===== src/rtl/div_pkg.sv =====
// div_pkg
// Shared definitions for the iterative restoring divider.
//   div_state_t    : controller states (IDLE/BUSY/FIXUP/DONE)
//   DIV_WIDTH      : default operand width
//   CNT_W          : iteration counter width for the default operand width
//   MAX_W          : widest operand the helper functions can handle
//   cond_negate    : two's-complement negate when 'neg' is set
//   twos_magnitude : magnitude of a w-bit value, sign taken only in signed mode
package div_pkg;

  typedef enum logic [1:0] {
    IDLE  = 2'd0,
    BUSY  = 2'd1,
    FIXUP = 2'd2,
    DONE  = 2'd3
  } div_state_t;

  localparam int DIV_WIDTH = 64;
  localparam int CNT_W     = $clog2(DIV_WIDTH);
  localparam int MAX_W     = 128;

  // Operands are zero-extended to MAX_W before calling; the low w bits of the
  // result are the w-bit two's-complement answer.
  function automatic logic [MAX_W-1:0] cond_negate(input logic [MAX_W-1:0] x,
                                                   input logic neg);
    return neg ? -x : x;
  endfunction

  // The most-negative value comes back as its unsigned magnitude (1 << (w-1)),
  // which fits in w bits without overflow.
  function automatic logic [MAX_W-1:0] twos_magnitude(input logic [MAX_W-1:0] x,
                                                      input int unsigned w,
                                                      input logic is_signed);
    return cond_negate(x, is_signed & x[w-1]);
  endfunction

endpackage


===== src/rtl/div_step.sv =====
// div_step
// One combinational radix-2 restoring division step.
// Ports:
//   rem_in      : partial remainder (WIDTH+1 bits)
//   quo_in      : quotient / remaining dividend bits
//   divisor_mag : divisor magnitude
//   rem_out     : next partial remainder
//   quo_out     : next quotient, new bit shifted in at the LSB
module div_step
  import div_pkg::*;
#(
  parameter int WIDTH = DIV_WIDTH
) (
  input  logic [WIDTH:0]   rem_in,
  input  logic [WIDTH-1:0] quo_in,
  input  logic [WIDTH-1:0] divisor_mag,
  output logic [WIDTH:0]   rem_out,
  output logic [WIDTH-1:0] quo_out
);

  logic [WIDTH+1:0] shifted;
  logic [WIDTH+1:0] diff;
  logic             borrow;

  // The remainder always stays below the divisor, so the shifted value is
  // below 2^(WIDTH+1) and the top bit of the difference is a clean borrow.
  always_comb begin
    shifted = {rem_in, quo_in[WIDTH-1]};
    diff    = shifted - {2'b00, divisor_mag};
    borrow  = diff[WIDTH+1];
    rem_out = borrow ? shifted[WIDTH:0] : diff[WIDTH:0];
    quo_out = {quo_in[WIDTH-2:0], ~borrow};
  end

endmodule


===== src/rtl/iter_divider.sv =====
// iter_divider
// Multi-cycle radix-2 restoring divider with RISC-V DIV/DIVU/REM/REMU results,
// including the divide-by-zero and signed-overflow cases.
// Ports:
//   clk, rst              : clock, asynchronous active-high reset
//   in_valid/in_ready     : operand handshake (ready only while idle)
//   in_signed             : 1 = signed, 0 = unsigned
//   dividend, divisor     : operands
//   flush                 : abandon any operation or pending result
//   out_valid/out_ready   : result handshake
//   quotient, remainder   : registered results, stable while out_valid
// Build option:
//   DIVIDER_EARLY_TERM_EN : resolve divide-by-zero, signed overflow and
//                           unsigned dividend < divisor at accept time.
//   WIDTH may be at most div_pkg::MAX_W.
module iter_divider
  import div_pkg::*;
#(
  parameter int WIDTH = DIV_WIDTH
) (
  input  logic             clk,
  input  logic             rst,
  input  logic             in_valid,
  output logic             in_ready,
  input  logic             in_signed,
  input  logic [WIDTH-1:0] dividend,
  input  logic [WIDTH-1:0] divisor,
  input  logic             flush,
  output logic             out_valid,
  input  logic             out_ready,
  output logic [WIDTH-1:0] quotient,
  output logic [WIDTH-1:0] remainder
);

  localparam int CW = $clog2(WIDTH);

  div_state_t state, state_next;

  logic [CW-1:0]    cnt;
  logic [WIDTH:0]   rem;
  logic [WIDTH-1:0] quo;
  logic [WIDTH-1:0] div_mag;
  logic [WIDTH-1:0] dividend_q;
  logic             sign_q, sign_r;
  logic             div_zero, sig_ovf;

  logic [WIDTH:0]   rem_step;
  logic [WIDTH-1:0] quo_step;

  logic             accept;
  logic             acc_sa, acc_sb;
  logic             acc_zero, acc_ovf;
  logic             early_hit;
  logic [WIDTH-1:0] early_q, early_r;
  logic [WIDTH-1:0] fix_q, fix_r;

  div_step #(.WIDTH(WIDTH)) u_step (
    .rem_in      (rem),
    .quo_in      (quo),
    .divisor_mag (div_mag),
    .rem_out     (rem_step),
    .quo_out     (quo_step)
  );

  // Operand classification at accept time; flush blocks a same-cycle accept.
  always_comb begin
    accept   = in_valid && (state == IDLE) && !flush;
    acc_sa   = in_signed & dividend[WIDTH-1];
    acc_sb   = in_signed & divisor[WIDTH-1];
    acc_zero = (divisor == '0);
    acc_ovf  = in_signed && (dividend == {1'b1, {(WIDTH-1){1'b0}}}) && (divisor == '1);
  end

`ifdef DIVIDER_EARLY_TERM_EN
  // Cases whose answer is known without iterating go straight to DONE.
  always_comb begin
    early_hit = acc_zero | acc_ovf | (~in_signed & (dividend < divisor));
    early_q   = '0;
    early_r   = dividend;
    if (acc_zero) begin
      early_q = '1;
      early_r = dividend;
    end else if (acc_ovf) begin
      early_q = dividend;
      early_r = '0;
    end
  end
`else
  always_comb begin
    early_hit = 1'b0;
    early_q   = '0;
    early_r   = '0;
  end
`endif

  // Sign correction followed by the architectural override results.
  always_comb begin
    fix_q = WIDTH'(cond_negate(MAX_W'(quo), sign_q));
    fix_r = WIDTH'(cond_negate(MAX_W'(rem[WIDTH-1:0]), sign_r));
    if (div_zero) begin
      fix_q = '1;
      fix_r = dividend_q;
    end else if (sig_ovf) begin
      fix_q = dividend_q;
      fix_r = '0;
    end
  end

  always_ff @(posedge clk or posedge rst) begin
    if (rst) state <= IDLE;
    else     state <= state_next;
  end

  // Flush overrides every other transition, including a pending handoff.
  always_comb begin
    state_next = state;
    in_ready   = (state == IDLE);
    out_valid  = (state == DONE);
    unique case (state)
      IDLE:    if (accept) state_next = early_hit ? DONE : BUSY;
      BUSY:    if (cnt == '0) state_next = FIXUP;
      FIXUP:   state_next = DONE;
      DONE:    if (out_ready) state_next = IDLE;
      default: state_next = IDLE;
    endcase
    if (flush) state_next = IDLE;
  end

  // Datapath: operand latch, one step per BUSY cycle, result capture in FIXUP.
  always_ff @(posedge clk or posedge rst) begin
    if (rst) begin
      cnt        <= '0;
      rem        <= '0;
      quo        <= '0;
      div_mag    <= '0;
      dividend_q <= '0;
      sign_q     <= 1'b0;
      sign_r     <= 1'b0;
      div_zero   <= 1'b0;
      sig_ovf    <= 1'b0;
      quotient   <= '0;
      remainder  <= '0;
    end else begin
      unique case (state)
        IDLE: begin
          if (accept) begin
            dividend_q <= dividend;
            div_zero   <= acc_zero;
            sig_ovf    <= acc_ovf;
            sign_q     <= acc_sa ^ acc_sb;
            sign_r     <= acc_sa;
            quo        <= WIDTH'(twos_magnitude(MAX_W'(dividend), WIDTH, in_signed));
            div_mag    <= WIDTH'(twos_magnitude(MAX_W'(divisor), WIDTH, in_signed));
            rem        <= '0;
            cnt        <= CW'(WIDTH - 1);
            if (early_hit) begin
              quotient  <= early_q;
              remainder <= early_r;
            end
          end
        end
        BUSY: begin
          rem <= rem_step;
          quo <= quo_step;
          if (cnt != '0) cnt <= cnt - CW'(1);
        end
        FIXUP: begin
          quotient  <= fix_q;
          remainder <= fix_r;
        end
        default: ;
      endcase
    end
  end

endmodule


===== config.mk =====
export PLATFORM = sky130hd
export DESIGN_NAME = iter_divider
export DESIGN_NICKNAME = d
export VERILOG_FILES = /design/src/rtl/div_pkg.sv /design/src/rtl/div_step.sv /design/src/rtl/iter_divider.sv
export SDC_FILE = /design/constraint.sdc
export NUM_CORES = 1
export LEC_CHECK = 0
export CORE_MARGIN = 3
export CORE_UTILIZATION = 45
export DETAILED_ROUTE_END_ITERATION = 16
export GPL_TIMING_DRIVEN = 1
export HOLD_SLACK_MARGIN = 0.08
export MAX_ROUTING_LAYER = met4
export PLACE_DENSITY = 0.66
export SLEW_MARGIN = 10
export SYNTH_ARGS = -nofsm -noshare
export SYNTH_HDL_FRONTEND = slang
export SYNTH_SLANG_ARGS = --single-unit

===== constraint.sdc =====
create_clock -name clk -period 14.5 [get_ports clk]
set_input_delay 1.45 -clock clk [delete_from_list [all_inputs] [get_ports clk]]
set_output_delay 1.45 -clock clk [all_outputs]
set_load 0.05 [all_outputs]

==> results.toml, run 1 <==
[outcome]
status = "finished, final reports clean"

[sta]
fin_crit_sh_pct = 37.7
hold_viol = 0
relSlewSlack_pct = 16.9
skew_ps = 19.7
slew_violations = 0
rsz0062_at_grt = "no"
worst_pin_slew_ps = 1250
tns_ps = 0
setup_viol = 0
fmax_mhz = 183
period_needed_ps = 5470

[worst_setup_path]
worst-path-buf-inv = 1
path_cells = "ha_1 -> and3_1 -> nand2_1 -> a31o_2 -> a21bo_2 -> o221a_2 -> nor4_1 -> o31ai_1 -> o21ai_0 -> a41oi_1 -> xnor2_2 -> buf_4 -> mux2i_1 -> o22ai_1"
critPathMaxStageDelay_ps = 850
crit_type = "reg -> reg"
worstPathArrival_ps = 5870
critPathTopFamily = "compound AO/OA/AOI/OAI gates"
critPathMaxFanout = 54
setup.worst_path.start_class = "register"
slowest_stage = "buf_4"
cp.required_ps = 14900
cp-end-kind = "register"

[global_route]
grt_max_degree = 99
overflow = 0
grt_usage_pct = 28.1
antenna_found_initial = 0
grt_pass1_vias = 22600
grt_pass1_wl_mm = 132

[hold_path]
holdCritPathClass = "reg -> reg"

[cts]
cts_setup_buffers = 0
clock-sinks = 397
cts_resized = 0
root_buffer = "clkbuf_16"
ctsHoldBuffers = 0
cts_buffer_depth = 3
cts_tree = "built"
clk_latency_ps = 590
htree_levels = 2
cts_made_buffers = 44
clkTransAtPathRegs_ps = 60

[power_and_ir_drop]
internal_power_mw = 3.57
ir_drop_mv = 0.147
pwr-share-comb_pct = 54.4
powerDensity_nw_per_um2 = 228
power.total_mw = 6.99
clkPwrFrac_pct = 16.7
p_leak_nw = 13.1
swShare_pct = 48.9
power_frac_seq_pct = 28.9
p_sw_mw = 3.42

[die]
floorplan.initialDensity_pct = 45.8
io_pins = 264
die_h_um = 246
core_area_um2 = 56800
core.rowCount = 87
die_x_um = 246
die_area_um2 = 60700

[synthesis]
async_flop_share_pct = 100
synth-edff-count = 0
synth_area_um2 = 26000
synth_top_flop_cell = "dfrtp_1"
avgSynthCellArea_um2 = 8.06
synth-seq-cells = 397
yosysWarnings = 0
syn_inst = 3227
yosysUniqueCellTypes = 72
seq_area_frac_synth_pct = 38.2
synth_nets = 3437

[final_layout]
fillCellCount = 5435
utilization_pct = 53.9
layout-drive-gt1-share_pct = 4.12
multiInputGateArea_um2 = 15000
layout.nets = 3574
n_antenna_cell = 0
seqCellArea_um2 = 9940
area_delta_synth_final_pct = 17.7

[detailed_routing]
wl_per_cell_um = 20.2
via_per_inst = 5.78
dr.first_iter.drc_count = 2075
postRouteAntennaNets = 0
dr_total_vias = 24000
drtPass1Iterations = 5
wl_mm = 83.9
drc_errors = 0

[place]
hpwl_mm = 61.8
portBuffers = 263
place_congestion = 0.948

[flow_run]
max_cap_violations = 0
metrics by stage:
| stage | instances | area [um^2] | setup WS (ps) | hold slack [ps] |
|---|---|---|---|---|
| after floorplan | 3227 | 26000 | 2010 | 450 |
| after global placement | 4074 | 29100 | 9040 | 464 |
| after detailed placement | 4074 | 29100 | 8890 | 471 |
| after CTS | 4154 | 30600 | 9000 | 485 |
| after global routing | 4154 | 30600 | 8730 | 512 |
| final | 4154 | 30600 | 9030 | 479 |
cell usage after synthesis, types with 8 or more instances:
master | count | area, um^2
a21o_1 | 45 | 338
o21bai_1 | 12 | 90.1
dfrtp_1 | 397 | 9930
o22ai_1 | 9 | 56.3
or4_1 | 29 | 218
xor2_1 | 148 | 1300
o21ai_0 | 316 | 1580
nor3_1 | 41 | 205
inv_1 | 110 | 413
and2_1 | 8 | 50.1
nor2b_1 | 16 | 100
a22oi_1 | 63 | 473
o41ai_1 | 31 | 272
xnor2_1 | 156 | 1370
mux2i_1 | 69 | 691
or3_1 | 36 | 225
a31oi_1 | 13 | 81.3
and3_1 | 16 | 100
nor2_1 | 314 | 1180
nand4_1 | 40 | 250
buf_1 | 20 | 75.1
clkbuf_1 | 173 | 649
o31ai_1 | 55 | 413
or2_2 | 9 | 56.3
nand2b_1 | 21 | 131
nand3_1 | 24 | 120
a21oi_1 | 362 | 1810
nor4_1 | 28 | 175
nand2_1 | 490 | 1840
ha_1 | 75 | 938
cell type report:
| cell class | instances | area share, % |
|---|---|---|
| flip-flops and latches | 397 | 32.5 |
| clock buffers | 63 | 4.16 |
| well taps | 756 | 3.09 |
| inverters | 111 | 1.39 |
| repair buffers | 290 | 9.26 |
| clock inverters | 17 | 0.719 |
| multi-input cells | 2520 | 48.9 |
final timing paths:
kind | start | endpoint | slack [ps] | cells past startpoint
worst max-delay path | rem[7] | rem[19] | 9030 | 14
worst min-delay path | div_mag[53] | div_mag[53] | 480 | 2
worst max register to register | rem[7] | rem[19] | 9030 | 14
worst min register to register | div_mag[53] | div_mag[53] | 480 | 2
max in group asynchronous | rst | sig_ovf | 10970 | 4
min in group asynchronous | rst | quotient[15] | 1310 | 2
worst min-delay path: cells and delay by family, from the launching register on:
family          cells  cell delay [ps]
flops               1              340
compound gates      1               60
simple gates        1               50
layout by cell type, fill, tap and decap left out, drive strengths merged, types with 10 or more instances in the layout:
| master | synthesis | final |
|---|---|---|
| nand2 | 490 | 490 |
| dfrtp | 397 | 397 |
| a21oi | 362 | 362 |
| o21ai | 322 | 322 |
| nor2 | 314 | 314 |
| clkdlybuf4s50 | 0 | 263 |
| xnor2 | 156 | 156 |
| xor2 | 148 | 148 |
| inv | 110 | 112 |
| ha | 75 | 75 |
| mux2i | 69 | 69 |
| a22oi | 63 | 63 |
| clkbuf | 173 | 63 |
| o31ai | 61 | 61 |
| a21o | 45 | 45 |
| nor3 | 41 | 41 |
| nand4 | 40 | 40 |
| or3 | 37 | 37 |
| o41ai | 32 | 32 |
| or4 | 31 | 31 |
| nor4 | 28 | 28 |
| buf | 26 | 27 |
| nand3 | 24 | 24 |
| nand2b | 23 | 23 |
| and3 | 16 | 16 |
| nor2b | 16 | 16 |
| a31oi | 13 | 13 |
| o21bai | 12 | 12 |
| or2 | 11 | 11 |
| clkinv | 1 | 10 |
layer usage:
metal  GRT usage (%)  up-vias  routed length, um
met5               -        -                  0
met4            5.40        0               1630
met3            3.46       94               5340
met2            42.0      837              37100
met1            41.1    11500              39900
li1                -    11600                  -
flip-flops by register name (all words and copies together) (netlist names):
| name | flops |
|---|---|
| cnt | 6 |
| div_mag | 64 |
| div_zero | 1 |
| dividend_q | 64 |
| quo | 64 |
| quotient | 64 |
| rem | 65 |
| remainder | 64 |
| sig_ovf | 1 |
| sign_q | 1 |
| sign_r | 1 |
| state | 2 |
power groups by stage:
stage          clock (mW)  combinational, mW  sequential [mW]
6_report             1.17               3.80             2.02
4_1_cts              1.19               3.79             2.01
2_1_floorplan           0               2.06             2.51
3_5_place_dp            0               3.77             2.03
3_3_place_gp            0               3.74             2.00
5_1_grt              1.23               4.15             2.08
cells by family after synthesis:
kind of cell,Yosys count,synth area share [%]
mux,70,2.70
compound gates,978,22.1
simple gates,1092,18.6
xor+xnor,304,10.2
buf+inv,310,4.50
flops,397,38.2
fa+ha+maj,76,3.68
Power figures use the tool's default switching activity.
==> run 2: changes to the inputs <==
==> constraint.sdc (replaced) <==
create_clock -name clk -period 5.6 [get_ports clk]
set_input_delay 0.56 -clock clk [delete_from_list [all_inputs] [get_ports clk]]
set_output_delay 0.56 -clock clk [all_outputs]
set_load 0.05 [all_outputs]
==> run 2 against run 1 <==
  * Count of clock-buffer cells in the layout is 4 lower
  * Sequential share of layout area is 0.053 points lower
  * Via count is 0.37% lower
  * Non-clock buffer count is 5 higher
  * Largest power group unchanged
  * Highest routed layer unchanged
==> results.toml, run 2 (same netlist as run 1, synthesis figures left out) <==
[global_route]
grt_max_degree = 138
grt_usage_pct = 27.8
grt_pass1_wl_mm = 131
grt_pass1_vias = 22500
antenna_found_initial = 0
overflow = 0

[power_and_ir_drop]
powerDensity_nw_per_um2 = 587
power.total_mw = 18.0
ir_drop_mv = 0.381
p_leak_nw = 13.2

[cts]
clk_latency_ps = 580
ctsHoldBuffers = 0
cts_tree = "built"
cts_setup_buffers = 0
cts_resized = 0
clock-sinks = 397
root_buffer = "clkbuf_16"
clkTransAtPathRegs_ps = 60
cts_buffer_depth = 3
cts_made_buffers = 45
htree_levels = 2

[place]
place_congestion = 0.940
portBuffers = 263
hpwl_mm = 61.4

[outcome]
status = "finished, final reports clean"

[die]
die_h_um = 246
core_area_um2 = 56800
core.rowCount = 87
die_area_um2 = 60700
die_x_um = 246
floorplan.initialDensity_pct = 45.8
io_pins = 264

[worst_setup_path]
crit_cells = 12
reg2reg_depth = 12
cp.required_ps = 6030
path_cells = "or4_1 -> nor4_1 -> nand3_1 -> or2_4 -> or3_1 -> or2_1 -> or3_4 -> nand2b_4 -> o31ai_2 -> xnor2_1 -> o22ai_1 -> a21oi_1"
cp-end-kind = "register"
worstPathArrival_ps = 5320
crit_type = "reg -> reg"
slowest_stage = "nor4_1"
critPathMaxFanout = 7
critPathMaxStageDelay_ps = 690
worst-path-buf-inv = 0
critPathTopFamily = "simple AND/OR/NAND/NOR gates"
setup.worst_path.start_class = "register"

[final_layout]
layout-drive-gt1-share_pct = 4.30
layout.nets = 3580
area_delta_synth_final_pct = 17.9
seqCellArea_um2 = 9940
largest-register = "rem"
final_common_cell = "nand2_1"
fillCellCount = 5368
multiInputGateArea_um2 = 15000
largest_reg_flops = 65
utilization_pct = 54.0
n_antenna_cell = 0
layout_common_cells = "nand2_1 (489), dfrtp_1 (394), a21oi_1 (361), o21ai_0 (316), nor2_1 (312)"

[sta]
setup_viol = 0
worst_pin_slew_ps = 1180
tns_ps = 0
fmax_mhz = 204
skew_ps = 14.3
period_needed_ps = 4890
hold_viol = 0
rsz0062_at_grt = "no"
relSlewSlack_pct = 21.2
slew_violations = 0
fin_crit_sh_pct = 87.3

[flow_run]
max_cap_violations = 0

[detailed_routing]
postRouteAntennaNets = 0
dr.first_iter.drc_count = 2197
wl_per_cell_um = 20.0
dr_total_vias = 23900
drc_errors = 0
drtPass1Iterations = 6
via_per_inst = 5.76
wl_mm = 83.0

[hold_path]
holdCritPathClass = "in -> async"
run 2: changes by cell type in the layout (fill, tap and decap cells not counted), moves of 2 or more:
cell	delta
clkbuf_1	-5
buf_12	+5
clkinv_2	+2
bufinv_16	-2
run 2: per-layer routing:
metal | up-vias | routed length (um) | track usage, % | part of all wire [%]
met4 | 0 | 1640 | 5.99 | 2.0
met3 | 101 | 4860 | 2.87 | 5.9
met1 | 11500 | 40100 | 41.5 | 48
met2 | 803 | 36400 | 40.7 | 44
li1 | 11500 | - | - | -
met5 | - | 0 | - | 0
run 2: path summary, 6_finish.rpt:
path / from / end / slack, ps
worst max-delay path: quo[14] / quotient[63] / 710
worst min register to register: div_mag[12] / div_mag[12] / 480
worst max register to register: quo[14] / quotient[63] / 710
min in group clk: div_mag[12] / div_mag[12] / 480
worst min-delay path: rst / quotient[19] / 270
max in group asynchronous: rst / div_zero / 4210
run 2: report_power, final:
group	internal, mW	leakage [nW]	switching [mW]
clock network	1.70	0.723	1.24
logic	3.41	7.53	6.42
registers	4.08	4.92	1.16
run 2: cell type report:
| cell class | instances | share of cell area (%) |
|---|---|---|
| Sequential cell | 397 | 32.4 |
| Multi-Input combinational cell | 2520 | 48.8 |
| Timing Repair Buffer | 295 | 9.57 |
| Tap cell | 756 | 3.08 |
| Clock buffer | 59 | 4.17 |
| Clock inverter | 17 | 0.547 |
| Inverter | 111 | 1.37 |
run 2: through the flow:
step,worst slack (ps),hold slack (ps),cell area [um^2],instances
2_1_floorplan,-304,450,26000,3227
3_3_place_gp,689,464,29200,4079
3_5_place_dp,767,471,29200,4079
4_1_cts,738,249,30700,4155
5_1_grt,465,282,30700,4155
6_report,709,275,30700,4155
